===== src/rtl/duato_vc_port_alloc.sv =====
// Output-port allocator behind the torus Duato routing function: expands the destport
// code into candidate ports, picks one by credit count, and locks it for the packet.
module duato_vc_port_alloc #(
  parameter int CREDIT_MAX = 4,
  localparam int CW = $clog2(CREDIT_MAX + 1)
) (
  input  logic          clk,
  input  logic          reset,
  input  logic          flit_in_valid,
  input  logic          flit_in_head,
  input  logic          flit_in_tail,
  input  logic [3:0]    destport,
  output logic          flit_in_ready,
  input  logic [4:0]    credit_in,
  output logic [4:0]    flit_out_wr,
  output logic [4:0]    port_sel,
  output logic          credit_err,
  output logic [1:0]    state_dbg,
  output logic [5*CW-1:0] credit_dbg
);

  // Handshake: a flit moves on a cycle where flit_in_valid and flit_in_ready are both 1.
  typedef enum logic [1:0] {IDLE = 2'd0, WAIT = 2'd1, ACTIVE = 2'd2} state_t;

  state_t        state, state_next;
  logic [4:0]    port_sel_next;
  logic [4:0]    mask_q, mask_next;
  logic [CW-1:0] credit [5];
  logic [4:0]    nonzero;
  logic [4:0]    cand, x_sel, y_sel, pick;
  logic [CW-1:0] cred_x, cred_y;
  logic          x_ok, y_ok, head_seen, tail_done;

  // Bit order LOCAL,EAST,NORTH,WEST,SOUTH; LOCAL only when neither a nor b is set.
  function automatic logic [4:0] decode(input logic [3:0] dp);
    logic [4:0] m;
    m = '0;
    if (!dp[1] && !dp[0]) begin
      m[0] = 1'b1;
    end else begin
      if (dp[1]) begin
        if (dp[3]) m[1] = 1'b1;
        else       m[3] = 1'b1;
      end
      if (dp[0]) begin
        if (dp[2]) m[4] = 1'b1;
        else       m[2] = 1'b1;
      end
    end
    return m;
  endfunction

  always_comb begin
    for (int p = 0; p < 5; p++) begin
      nonzero[p] = (credit[p] != '0);
      credit_dbg[p*CW +: CW] = credit[p];
    end
  end

  // WAIT keeps the mask latched at head time; destport is not looked at again.
  always_comb begin
    cand   = (state == WAIT) ? mask_q : decode(destport);
    x_sel  = cand & 5'b01010;
    y_sel  = cand & 5'b10100;
    cred_x = cand[1] ? credit[1] : credit[3];
    cred_y = cand[4] ? credit[4] : credit[2];
    x_ok   = |(x_sel & nonzero);
    y_ok   = |(y_sel & nonzero);
    pick   = '0;
    if (cand[0]) begin
      pick = nonzero[0] ? 5'b00001 : 5'b00000;
    end else if (x_ok && (!y_ok || cred_x >= cred_y)) begin
      pick = x_sel;
    end else if (y_ok) begin
      pick = y_sel;
    end
  end

  assign head_seen = flit_in_valid && flit_in_head;
  assign tail_done = flit_in_valid && flit_in_ready && flit_in_tail;

  always_ff @(posedge clk or posedge reset) begin
    if (reset) begin
      state    <= IDLE;
      port_sel <= '0;
      mask_q   <= '0;
    end else begin
      state    <= state_next;
      port_sel <= port_sel_next;
      mask_q   <= mask_next;
    end
  end

  always_comb begin
    state_next    = state;
    port_sel_next = port_sel;
    mask_next     = mask_q;
    case (state)
      IDLE: begin
        if (head_seen) begin
          mask_next = cand;
          if (|pick) begin
            port_sel_next = pick;
            state_next    = ACTIVE;
          end else begin
            state_next = WAIT;
          end
        end
      end
      WAIT: begin
        if (|pick) begin
          port_sel_next = pick;
          state_next    = ACTIVE;
        end
      end
      ACTIVE: begin
        if (tail_done) begin
          port_sel_next = '0;
          state_next    = IDLE;
        end
      end
      default: begin
        port_sel_next = '0;
        state_next    = IDLE;
      end
    endcase
  end

  always_comb begin
    flit_in_ready = (state == ACTIVE) && (|(port_sel & nonzero));
    flit_out_wr   = (flit_in_valid && flit_in_ready) ? port_sel : 5'b00000;
    state_dbg     = state;
  end

  // A write and a returned credit in the same cycle cancel out.
  always_ff @(posedge clk or posedge reset) begin
    if (reset) begin
      for (int p = 0; p < 5; p++) credit[p] <= CW'(CREDIT_MAX);
      credit_err <= 1'b0;
    end else begin
      for (int p = 0; p < 5; p++) begin
        if (credit_in[p] && !flit_out_wr[p]) begin
          if (credit[p] == CW'(CREDIT_MAX)) credit_err <= 1'b1;
          else                              credit[p] <= credit[p] + CW'(1);
        end else if (flit_out_wr[p] && !credit_in[p]) begin
          if (nonzero[p]) credit[p] <= credit[p] - CW'(1);
        end
        if (flit_out_wr[p] && !nonzero[p]) credit_err <= 1'b1;
      end
    end
  end

  a_no_write_without_credit: assert property (
    @(posedge clk) disable iff (reset) (flit_out_wr & ~nonzero) == 5'b00000
  );

endmodule


===== config.mk =====
export PLATFORM = sky130hd
export DESIGN_NAME = duato_vc_port_alloc
export DESIGN_NICKNAME = d
export VERILOG_FILES = /design/src/rtl/duato_vc_port_alloc.sv
export SDC_FILE = /design/constraint.sdc
export NUM_CORES = 1
export LEC_CHECK = 0
export CAP_MARGIN = 20
export CORE_UTILIZATION = 47
export DETAILED_ROUTE_END_ITERATION = 10
export PLACE_DENSITY = 0.73
export SLEW_MARGIN = 15
export SYNTH_ARGS = -nofsm -noshare
export SYNTH_HDL_FRONTEND = slang
export SYNTH_SLANG_ARGS = --single-unit

===== constraint.sdc =====
create_clock -name clk -period 2.8 [get_ports clk]
set_clock_uncertainty 0.15 [all_clocks]
set_input_delay 0.42 -clock clk [delete_from_list [all_inputs] [get_ports clk]]
set_output_delay 0.42 -clock clk [all_outputs]
set_load 0.005 [all_outputs]

==> metrics.yaml <==
timing:
  slew_violations: 0
  relSlewSlack: 0.7396
  worst_slew_pin_slew_ps: 383.0
  setup_viol: 0
  fmaxAchievable_mhz: 366.4
  finalHoldViolations: 0
  finalCritPeriodShare: 0.9748
  period_needed_ps: 2729
  fin_setup_tns_ps: 0
routing:
  first_iter_violations: 111
  drc: 6
  vias: 2065
  drt_wl_total_um: 5624
  post_drt_wl_per_cell_um: 15.32
  dr.pass1.iters: 8
  detail_route.vias_per_cell: 5.627
  ant_nets: 0
pwr:
  p_leak_nw: 1.334
  peakVddDrop_mv: 0.4503
  p_per_area_nw_per_um2: 1001
  total_power_mw: 3.119
yosys:
  synth_seq_area_share: 0.3190
  yosysTopAreaCell: "dfrtp_1"
  synth_area_per_cell_um2: 9.634
  yosysTopAreaCellShare: 0.2597
  yosysWarningCount: 0
  netlist_top_cells_area: "dfrtp_1, dfstp_2, nor2_1"
  synth_async_sr_flop_share: 1.000
  syn_area_um2: 2216
  syn_inst: 230
  synth_cell_type_count: 60
  synth_nets: 252
  synth_flop_cell: "dfrtp_1"
  synthTopCellsByCount: "nor2_1, dfrtp_1, nand2_1"
  yosysMostFrequentCell: "nor2_1"
  ys_ff_latch: 28
  synth_edf_count: 0
critical_path:
  required_ps: 2230
  critical_path_arrival_ps: 2160
  crit_fanout: 6
  cp-start-kind: "flop"
  cp-end-kind: "output pin"
  crit_type: "flop to output pin"
cells_and_area:
  area_growth_pct: 40.66
  drive_gt1_frac: 0.2762
  utilization: 0.7013
  nFillCells: 342
  multi_input_area_um2: 1419
  diodes: 0
  layout.nets: 338
  regArea_um2: 708.2
global_routing:
  antenna_found_initial: 0
  gr-total-overflow: 0
  grt_pass1_wl_um: 9370
  grt_pass1_vias: 1962
  grt_util_all_layers: 0.2375
  grt_max_degree: 29
die:
  chipHeight_um: 70.67
  start_util: 0.4986
  row_count: 24
  ios: 43
  core_um2: 4444
  dieArea_um2: 4994
  die_w_um: 70.67
cts:
  ctsLongestPathBuffers: 2
  cts_root_buffer: "clkbuf_8"
  clk_pin_slew_worst_paths_ps: 100
  cts_tree: "yes"
  cts-htree-levels: 1
  cts_buffers: 3
  clock-sinks: 28
  clock_latency_ps: 280
  cts_hold_buffers: 0
placed_design:
  gp_congestion: 0.8070
  portBuffers: 42
  place_hpwl_um: 4247
run:
  cap_violations: 0
min_path:
  hold_class: "input port to async pin"
run_status:
  violations: "design-rule violations"
  run_status: "complete, but fails checks"
worst paths after layout:
check / endpoint / slack (ps) / cells after the start / start
worst max-delay path: flit_out_wr[2] / 70 / 7 / state_dbg[0]$_DFFE_PP0P_
worst min-delay path: credit_dbg[7]$_DFFE_PP0P_ / 350 / 3 / reset
worst max register to register: credit_dbg[5]$_DFFE_PP1P_ / 90 / 9 / credit_dbg[3]$_DFFE_PP0P_
worst min register to register: mask_q[4]$_DFFE_PP0P_ / 400 / 2 / mask_q[4]$_DFFE_PP0P_
max in group asynchronous: credit_dbg[5]$_DFFE_PP1P_ / 1830 / 3 / reset
min in group clk: mask_q[4]$_DFFE_PP0P_ / 400 / 2 / mask_q[4]$_DFFE_PP0P_
cells by family after synthesis:
family / Yosys count / share of synthesized area
AO/OA/AOI/OAI: 63 / 0.2428
XOR/XNOR: 9 / 0.04574
adder cells (fa/ha/maj): 8 / 0.06212
buffers and inverters: 23 / 0.04968
flip-flops: 28 / 0.3190
multiplexers: 13 / 0.07340
AND/OR/NAND/NOR: 86 / 0.2072
metal layers:
metal	vias to the layer above	routed length, µm	GRT usage
met5	-	0	0
met3	7	281	0.02991
met2	58	2762	0.4067
met1	995	2492	0.3126
li1	1005	-	-
met4	0	87	0.08222
worst max-delay path, stage by stage (launching register included):
cell and delay [ps]:
dfrtp_2 450, buf_6 140, and3b_2 280, buf_12 120, nand2_1 60, or2_4 280
inv_2 60, clkdlybuf4s50_1 490
where the power goes:
group / internal, mW / switching [mW] / leakage (nW) / total (mW)
combinational: 1.05 / 0.951 / 0.968 / 2.00
sequential: 0.612 / 0.183 / 0.330 / 0.794
clock: 0.192 / 0.135 / 0.0357 / 0.326
through the flow:
stage / setup slack, ps / hold slack (ps) / area (µm²) / instances
3_5_place_dp: -28.28 / 372.7 / 2923 / 351
3_3_place_gp: 19.50 / 363.2 / 2923 / 351
4_1_cts: 7.336 / 366.3 / 3032 / 359
5_1_grt: -5.533 / 385.5 / 3117 / 367
2_1_floorplan: 8.352 / 331.7 / 2216 / 230
6_report: 70.53 / 346.6 / 3117 / 367
registers in the layout (all words and copies together) (netlist names):
signal	cells
credit_err	1
credit_dbg	15
state_dbg	2
mask_q	5
port_sel	5
cell type report:
cell class                      instances  share of cell area
Timing Repair Buffer                   89              0.2557
Tap cell                               52             0.02088
Clock buffer                            3             0.01325
Clock inverter                          1            0.009635
Inverter                               15             0.01807
Multi-Input combinational cell        179              0.4552
Sequential cell                        28              0.2272
layout by cell type (no fill, tap or decap), drive strengths merged, types with 2 or more instances in the layout:
cell type	instances
xor2	7
dfstp	5
o31ai	2
xnor2	2
o2bb2ai	5
nor2b	4
or2	2
and3b	3
nor3	11
inv	15
nor4	2
o21ai	18
nor2	29
nand2	15
nand3	4
a22oi	2
mux4	2
clkbuf	3
o22a	5
dfrtp	23
mux2i	8
a21o	5
nand4b	2
nand2b	5
a21oi	10
clkdlybuf4s50	42
o211ai	3
ha	3
mux2	3
a31oi	6
fa	5
buf	47
and2	3
nand4	4
timing repair:
action / in CTS / in global routing
endpoints found under the setup margin: 1 / 9
gates resized for setup: 2 / 7
setup buffers: 4 / 8
pin swaps: 2 / 5
No activity file was read; power rests on OpenSTA's default activity.
